## src/rtl/mc_ctrl_pkg.sv

```systemverilog
// mc_ctrl_pkg: shared encodings for the multi-cycle MIPS main controller.
// Holds FSM state codes, extender op codes (also used by the extender),
// ALU op / next-PC / write-data / destination-register select codes,
// opcode and funct constants, and the one-hot instruction class type.
package mc_ctrl_pkg;

  typedef enum logic [2:0] {
    S_FETCH  = 3'd0,
    S_DECODE = 3'd1,
    S_EXE    = 3'd2,
    S_MEM    = 3'd3,
    S_WB     = 3'd4
  } state_t;

  localparam logic [2:0] EXT_NONE     = 3'b000;
  localparam logic [2:0] EXT_ZERO     = 3'b001;
  localparam logic [2:0] EXT_SIGN     = 3'b010;
  localparam logic [2:0] EXT_SIGN_SL2 = 3'b011;
  localparam logic [2:0] EXT_LUI      = 3'b100;

  localparam logic [2:0] ALU_ADD = 3'b000;
  localparam logic [2:0] ALU_SUB = 3'b001;
  localparam logic [2:0] ALU_OR  = 3'b010;

  localparam logic [1:0] NPC_PC4    = 2'b00;
  localparam logic [1:0] NPC_BRANCH = 2'b01;
  localparam logic [1:0] NPC_JUMP   = 2'b10;
  localparam logic [1:0] NPC_RS     = 2'b11;

  localparam logic [1:0] WD_ALU = 2'b00;
  localparam logic [1:0] WD_MEM = 2'b01;
  localparam logic [1:0] WD_PC4 = 2'b10;

  localparam logic [1:0] RD_RT = 2'b00;
  localparam logic [1:0] RD_RD = 2'b01;
  localparam logic [1:0] RD_RA = 2'b10;

  localparam logic [5:0] OP_RTYPE = 6'b000000;
  localparam logic [5:0] OP_ORI   = 6'b001101;
  localparam logic [5:0] OP_LW    = 6'b100011;
  localparam logic [5:0] OP_SW    = 6'b101011;
  localparam logic [5:0] OP_BEQ   = 6'b000100;
  localparam logic [5:0] OP_LUI   = 6'b001111;
  localparam logic [5:0] OP_J     = 6'b000010;
  localparam logic [5:0] OP_JAL   = 6'b000011;

  localparam logic [5:0] FN_ADDU = 6'b100001;
  localparam logic [5:0] FN_SUBU = 6'b100011;
  localparam logic [5:0] FN_JR   = 6'b001000;

  // One-hot instruction class; all-zero means the encoding is a nop.
  typedef struct packed {
    logic addu;
    logic subu;
    logic jr;
    logic ori;
    logic lw;
    logic sw;
    logic beq;
    logic lui;
    logic j;
    logic jal;
  } iclass_t;

  function automatic logic [2:0] ext_op_of(input iclass_t c);
    logic [2:0] r;
    r = EXT_NONE;
    if (c.ori)              r = EXT_ZERO;
    if (c.lw || c.sw)       r = EXT_SIGN;
    if (c.beq)              r = EXT_SIGN_SL2;
    if (c.lui)              r = EXT_LUI;
    return r;
  endfunction

endpackage

```

## src/rtl/mc_decode.sv

```systemverilog
// mc_decode: combinational instruction classifier.
// Ports:
//   instr  in  32 : latched instruction word from the IR
//   cls    out    : one-hot instruction class (all zero = nop)
//   ext_op out 3  : immediate-extender op for this instruction
import mc_ctrl_pkg::*;

module mc_decode (
  input  logic [31:0] instr,
  output iclass_t     cls,
  output logic [2:0]  ext_op
);

  logic [5:0] op;
  logic [5:0] fn;
  logic       unused_fields;

  assign op = instr[31:26];
  assign fn = instr[5:0];
  // Register and immediate fields belong to the datapath, not the controller.
  assign unused_fields = ^instr[25:6];

  always_comb begin
    cls = '0;
    case (op)
      OP_RTYPE: begin
        cls.addu = (fn == FN_ADDU);
        cls.subu = (fn == FN_SUBU);
        cls.jr   = (fn == FN_JR);
      end
      OP_ORI: cls.ori = 1'b1;
      OP_LW:  cls.lw  = 1'b1;
      OP_SW:  cls.sw  = 1'b1;
      OP_BEQ: cls.beq = 1'b1;
      OP_LUI: cls.lui = 1'b1;
      OP_J:   cls.j   = 1'b1;
      OP_JAL: cls.jal = 1'b1;
      default: cls = '0;
    endcase
    ext_op = ext_op_of(cls);
  end

endmodule

```

## src/rtl/mc_ctrl.sv

```systemverilog
// mc_ctrl: multi-cycle main controller for the MIPS datapath.
// Sequences FETCH/DECODE/EXE/MEM/WB and drives write enables, mux selects,
// ALU op and extender op. Outputs are combinational from state and instr.
// Optional build macro: MC_CTRL_MEM_HS_EN -- FETCH and MEM wait for
// mem_ready; without it mem_ready is ignored and memory is single-cycle.
// Ports:
//   clk, reset (async, active-high)
//   instr[31:0], zero, mem_ready            : inputs
//   pc_we, ir_we, reg_we, mem_we, mem_req    : enables / request
//   ext_op[2:0], alu_op[2:0], alu_src_b      : extender / ALU controls
//   reg_dst[1:0], wd_sel[1:0], npc_sel[1:0]  : mux selects
//   instr_done                               : last cycle of an instruction
import mc_ctrl_pkg::*;

module mc_ctrl #(
  parameter logic [4:0] RA_IDX = 5'd31
) (
  input  logic        clk,
  input  logic        reset,
  input  logic [31:0] instr,
  input  logic        zero,
  input  logic        mem_ready,
  output logic        pc_we,
  output logic        ir_we,
  output logic        reg_we,
  output logic        mem_we,
  output logic        mem_req,
  output logic [2:0]  ext_op,
  output logic [2:0]  alu_op,
  output logic        alu_src_b,
  output logic [1:0]  reg_dst,
  output logic [1:0]  wd_sel,
  output logic [1:0]  npc_sel,
  output logic        instr_done
);

  state_t     state, state_nxt;
  iclass_t    cls;
  logic [2:0] dec_ext;
  logic       mem_ok;
  logic       is_nop;
  logic [4:0] unused_ra;

  // RA_IDX is applied by the register-file address mux on reg_dst=RD_RA.
  assign unused_ra = RA_IDX;

  mc_decode u_decode (
    .instr  (instr),
    .cls    (cls),
    .ext_op (dec_ext)
  );

`ifdef MC_CTRL_MEM_HS_EN
  assign mem_ok = mem_ready;
`else
  logic unused_mem_ready;
  assign unused_mem_ready = mem_ready;
  assign mem_ok = 1'b1;
`endif

  assign is_nop = (cls == '0);

  always_ff @(posedge clk or posedge reset) begin
    if (reset) state <= S_FETCH;
    else       state <= state_nxt;
  end

  always_comb begin
    state_nxt  = state;
    pc_we      = 1'b0;
    ir_we      = 1'b0;
    reg_we     = 1'b0;
    mem_we     = 1'b0;
    mem_req    = 1'b0;
    ext_op     = EXT_NONE;
    alu_op     = ALU_ADD;
    alu_src_b  = 1'b0;
    reg_dst    = RD_RT;
    wd_sel     = WD_ALU;
    npc_sel    = NPC_PC4;
    instr_done = 1'b0;

    case (state)
      S_FETCH: begin
        // instr is the previous IR value here, so nothing below looks at it.
        mem_req = 1'b1;
        ir_we   = mem_ok;
        pc_we   = mem_ok;
        if (mem_ok) state_nxt = S_DECODE;
      end
      S_DECODE: begin
        ext_op = dec_ext;
        if (cls.j) begin
          pc_we   = 1'b1;
          npc_sel = NPC_JUMP;
        end
        if (cls.jr) begin
          pc_we   = 1'b1;
          npc_sel = NPC_RS;
        end
        if (cls.jal) begin
          pc_we   = 1'b1;
          npc_sel = NPC_JUMP;
          reg_we  = 1'b1;
          reg_dst = RD_RA;
          wd_sel  = WD_PC4;
        end
        if (cls.j || cls.jr || cls.jal || is_nop) begin
          instr_done = 1'b1;
          state_nxt  = S_FETCH;
        end else begin
          state_nxt  = S_EXE;
        end
      end
      S_EXE: begin
        ext_op    = dec_ext;
        alu_src_b = cls.ori || cls.lui || cls.lw || cls.sw;
        if (cls.subu || cls.beq)     alu_op = ALU_SUB;
        else if (cls.ori || cls.lui) alu_op = ALU_OR;
        if (cls.beq) begin
          npc_sel    = NPC_BRANCH;
          pc_we      = zero;
          instr_done = 1'b1;
          state_nxt  = S_FETCH;
        end else if (cls.lw || cls.sw) begin
          state_nxt  = S_MEM;
        end else begin
          state_nxt  = S_WB;
        end
      end
      S_MEM: begin
        ext_op  = dec_ext;
        mem_req = 1'b1;
        if (cls.sw) begin
          mem_we     = mem_ok;
          instr_done = mem_ok;
          if (mem_ok) state_nxt = S_FETCH;
        end else begin
          if (mem_ok) state_nxt = S_WB;
        end
      end
      S_WB: begin
        ext_op     = dec_ext;
        reg_we     = 1'b1;
        instr_done = 1'b1;
        reg_dst    = (cls.addu || cls.subu) ? RD_RD : RD_RT;
        wd_sel     = cls.lw ? WD_MEM : WD_ALU;
        state_nxt  = S_FETCH;
      end
      default: state_nxt = S_FETCH;
    endcase

    // Reset overrides everything with side effects while it is held.
    if (reset) begin
      pc_we      = 1'b0;
      ir_we      = 1'b0;
      reg_we     = 1'b0;
      mem_we     = 1'b0;
      mem_req    = 1'b0;
      instr_done = 1'b0;
      ext_op     = EXT_NONE;
    end
  end

endmodule

```

## config.mk

```make
export PLATFORM = sky130hd
export DESIGN_NAME = mc_ctrl
export DESIGN_NICKNAME = d
export VERILOG_FILES = /design/src/rtl/mc_ctrl_pkg.sv /design/src/rtl/mc_decode.sv /design/src/rtl/mc_ctrl.sv
export SDC_FILE = /design/constraint.sdc
export NUM_CORES = 1
export LEC_CHECK = 0
export CAP_MARGIN = 25
export CORE_MARGIN = 5
export CORE_UTILIZATION = 32
export DETAILED_ROUTE_END_ITERATION = 7
export PLACE_DENSITY = 0.87
export RECOVER_POWER = 100
export REMOVE_ABC_BUFFERS = 1
export SYNTH_ARGS = -nofsm -noshare
export SYNTH_HDL_FRONTEND = slang
export SYNTH_SLANG_ARGS = --single-unit
```

## constraint.sdc

```tcl
create_clock -name clk -period 4.6 [get_ports clk]
set_input_delay 1.15 -clock clk [delete_from_list [all_inputs] [get_ports clk]]
set_output_delay 1.15 -clock clk [all_outputs]
set_load 0.05 [all_outputs]
```

After elaboration in Yosys (flattened, before gate mapping)
Index checks and enable logic that the tools add are counted.

storage, ports and cells
  bits in registers = 3
  input bits = 36
  word-level logic and storage cells = 82

cells by class
  equality and inequality tests = 14
  mux-type cells = 53
  reductions and logical operators = 14

operators with widths
  cell                                                                    number
  1-bit 2-to-1 mux                                                        29
  6-bit equality test (second input constant)                             4
  3-bit 2-to-1 mux                                                        7
  2-bit 2-to-1 mux                                                        10
  6-bit by 4-bit equality test with 1-bit output (second input constant)  3
  6-bit by 2-bit equality test with 1-bit output (second input constant)  2
  2-bit case mux with 2 select lines                                      3
  3-bit case mux with 4 select lines                                      1
  10-bit zero test                                                        1
  1-bit logical OR                                                        9
  3-bit by 2-bit equality test with 1-bit output (second input constant)  2
  6-bit by 3-bit equality test with 1-bit output (second input constant)  1
  6-bit zero test                                                         1
  1-bit case mux with 4 select lines                                      1
  4-bit OR reduction                                                      1
  3-bit by 1-bit equality test with 1-bit output (second input constant)  1
  3-bit equality test (second input constant)                             1
  3-bit zero test                                                         1
  1-bit case mux with 3 select lines                                      1
  1-bit case mux with 2 select lines                                      1
  2-bit OR reduction                                                      1

Depth between registers and ports, before layout
  word-level depth = 8
  mapped depth = 5
  depth with buffers taken out = 4

Hierarchy
A second synthesis with hierarchy kept.

unflattened totals
  cell total of the unflattened synthesis = 83
  area total of the unflattened synthesis = 590.6 µm²

by module, submodules not included
  module     times used  cells each  area an instance (µm²)  seq. area each (µm²)
  mc_ctrl    1           59          424.2                   75.1
  mc_decode  1           24          166.4                   0.0

Worst setup path before layout
No wires, ideal clock.

  kind = input to output
  start point = input port instr[28]
  end point = output port mem_we
  data arrival time = 3118 ps
  required time = 3450 ps
  path slack = 332 ps
  stages on the path = 2
  path buffers = 0
  path through = or3b_1 nor4_1

on the way
  word-level cells in the longest chain between the ends = 5

ends and longest elaborated chain
  item                 line             RTL
  start: declaration   mc_ctrl.sv:20    input logic [31:0] instr,
  6-bit equality test  mc_decode.sv:25  case (op)
  1-bit 2-to-1 mux     mc_decode.sv:25
  1-bit 2-to-1 mux     mc_ctrl.sv:134   if (cls.sw) begin
  1-bit 2-to-1 mux     mc_ctrl.sv:83    case (state)
  1-bit 2-to-1 mux     mc_ctrl.sv:154   if (reset) begin
  end: declaration     mc_ctrl.sv:26    output logic mem_we,

Every way passes these cells.

Worst setup path in the final report
  start point = input port instr[29]
  end point = output port reg_we

on the way
  word-level cells in the longest chain between the ends = 5

ends and longest elaborated chain
  item                                            line             RTL
  6-bit by 2-bit equality test with 1-bit output  mc_decode.sv:25
  1-bit 2-to-1 mux                                mc_decode.sv:25
  1-bit 2-to-1 mux                                mc_ctrl.sv:101   if (cls.jal) begin
  1-bit case mux with 2 select lines              mc_ctrl.sv:83
  1-bit 2-to-1 mux                                mc_ctrl.sv:154
  end: declaration                                mc_ctrl.sv:25    output logic reg_we,

Every way passes these cells.

==> impl_metrics.tcl <==
set metrics [dict create \
    status "finished, final reports clean" \
    post-route-cell-area_um2 892 \
    cts-resized-gates 0 \
    drive_gt1_frac 0.182 \
    synthCells 79 \
    grt-ovfl-total 0 \
    clkSinkCount 3 \
    drv_cap 0 \
    largest_reg_flops 3 \
    worst_slew_pin_slew_ns 0.647 \
    die_h_um 52.1 \
    routed_wl_mm 1.98 \
    slew_viol_final 0 \
    antenna_found_initial 0 \
    htree_levels 1 \
    gp_congestion 0.886 \
    first_pass_iters 4 \
    clk_pin_slew_ns 0.04 \
    drt-initial-drc-count 43 \
    finalHoldViolations 0 \
    grt_max_degree 13 \
    viasPerCell 5.48 \
    clk_latency_ns 0.24 \
    ys_seq_elements 3 \
    min_period_over_period 0.945 \
    cts_setup_buffers 0 \
    ant_nets 0 \
    synth_cell_types 36 \
    via_count 740 \
    p_per_area_mw_per_mm2 288 \
    rsz0062_at_grt "no" \
    fp.coreArea_mm2 0.00171 \
    start_kind "input pin" \
    synth_edf_count 0 \
    dieWidth_um 52.1 \
    grt_use_met1 0.181 \
    dieArea_mm2 0.00271 \
    cp_data_arrival_time_ns 3.20 \
    synth_area_um2 567 \
    cts_hold_buf 0 \
    grt_pass1_vias 751 \
    met3_usage 0.0229 \
    period_needed_ns 4.35 \
    use_met2 0.274 \
    wl_per_cell_um 14.7 \
    cts_buffer_depth 2 \
    syn_area_per_cell_um2 7.17 \
    area_growth_pct 57.4 \
    fin_setup_tns_ns 0 \
    clock_skew_ns 0.00662 \
    cp_data_required_time_ns 3.45 \
    cts_tree "built" \
    worstPathMaxFanout 7 \
    synth.yosys.seq_area_share 0.132 \
    reg_top3 "state (3)" \
    drcViolationCount 0 \
    placed_area_um2 917 \
    fin_nets 147 \
    yosys_warnings 0 \
    insertedDiodeCount 0 \
    synth.area.top_cells "dfrtp_1 (13%), nor2_1 (6.6%), a21oi_1 (4.4%)" \
    power_uw 257 \
    path_class "in -> out" \
    setup-violations-final 0 \
    initial_core_util 0.332 \
    root_buffer "clkbuf_4" \
    hold_class "reg -> reg" \
    endpoint_kind "output port" \
    async_flop_share 1.00 \
    synth_commonest_cells "nor2_1 (10), a21oi_1 (5), nand2_1 (5)" \
    num_rows 15 \
    yosysTopAreaCell "dfrtp_1" \
    cts_buffers 3 \
    dp_hpwl_mm 1.58 \
    yosys.cell_count.top_type "nor2_1" \
    regMostFlops "state" \
    maxSlewHeadroom 0.565 \
    synth_top_area_frac 0.132 \
    portBuffers 32 \
    vdd_drop_max_uv 143 \
    grt_pass1_wl_mm 3.21 \
    post-place-cells 131 \
    grt_usage 0.154 \
    ys.flop_type "dfrtp_1" \
    fmax_ghz 0.230 \
    power.leakage_uw 0.000341 \
    grt_busiest_layer "met2" \
    fin_cells 135 \
    io_pins 55 \
]
==> metrics by stage <==
stage                     setup WS (ns)  utilization  hold WS [ns]
after global routing              0.130        0.522         0.623
after detailed placement          0.355        0.537         0.587
after CTS                         0.358        0.552         0.591
after floorplan                   0.332            -         0.535
final                             0.251        0.522         0.599
after global placement            0.377        0.537         0.573
==> placed cells by master, fill, tap and decap left out, types with 2 or more instances in the layout <==
| cell type | count |
|---|---|
| or3b_1 | 2 |
| clkbuf_1 | 6 |
| dfrtp_1 | 3 |
| and3_1 | 2 |
| nor4_1 | 5 |
| inv_1 | 3 |
| buf_12 | 6 |
| buf_4 | 2 |
| clkbuf_4 | 3 |
| nand2_1 | 5 |
| nand2b_1 | 2 |
| nand3b_1 | 2 |
| o21a_1 | 2 |
| nand3_1 | 4 |
| dlygate4sd3_1 | 5 |
| nor2b_1 | 3 |
| a21oi_1 | 6 |
| nand4_1 | 2 |
| clkdlybuf4s50_1 | 11 |
| clkbuf_2 | 4 |
| nor2_1 | 10 |
| nor3_1 | 4 |
| o21ai_0 | 2 |
==> final timing paths <==
kind	startpoint	endpoint	slack (ns)	cells after the start
setup / recovery	instr[29]	reg_we	0.25	7
hold / removal	state[2]	state[1]	0.60	1
setup reg to reg	state[0]	state[1]	3.36	3
hold reg to reg	state[2]	state[1]	0.60	1
max in group asynchronous	reset	state[0]	3.08	2
min in group asynchronous	reset	state[2]	1.37	2
==> report_power, final <==
part           switching, uW  internal [uW]
logic                   96.6           63.8
clock network           15.7           32.6
registers               16.1           31.9
==> critical path, stage by stage <==
cell             delay [ns]
clkdlybuf4s50_1        0.43
buf_4                  0.17
nor4_1                 0.58
nand3_1                0.24
o21a_1                 0.22
nor2_1                 0.22
buf_12                 0.18
==> cell families after synthesis <==
logic type             count (synthesis)  share of synthesized area
AND/OR/NAND/NOR                       50                      0.558
flip-flops                             3                      0.132
XOR/XNOR                               1                     0.0155
AO/OA/AOI/OAI                         15                      0.190
other                                  1                    0.00662
buffers and inverters                  9                     0.0971
==> metal layers <==
layer | up-vias | share of wire
li1 | 349 | -
met4 | 0 | 0.019
met5 | - | 0
met1 | 342 | 0.37
met3 | 6 | 0.084
met2 | 43 | 0.53
==> area by class of cell <==
| type | count | area (um2) |
|---|---|---|
| clock buffers | 4 | 26.3 |
| fillers | 150 | 816 |
| inverters | 3 | 11.3 |
| multi-input cells | 67 | 414 |
| flip-flops and latches | 3 | 75.1 |
| well taps | 25 | 31.3 |
| repair buffers | 33 | 334 |
Power figures use the tool's default switching activity.
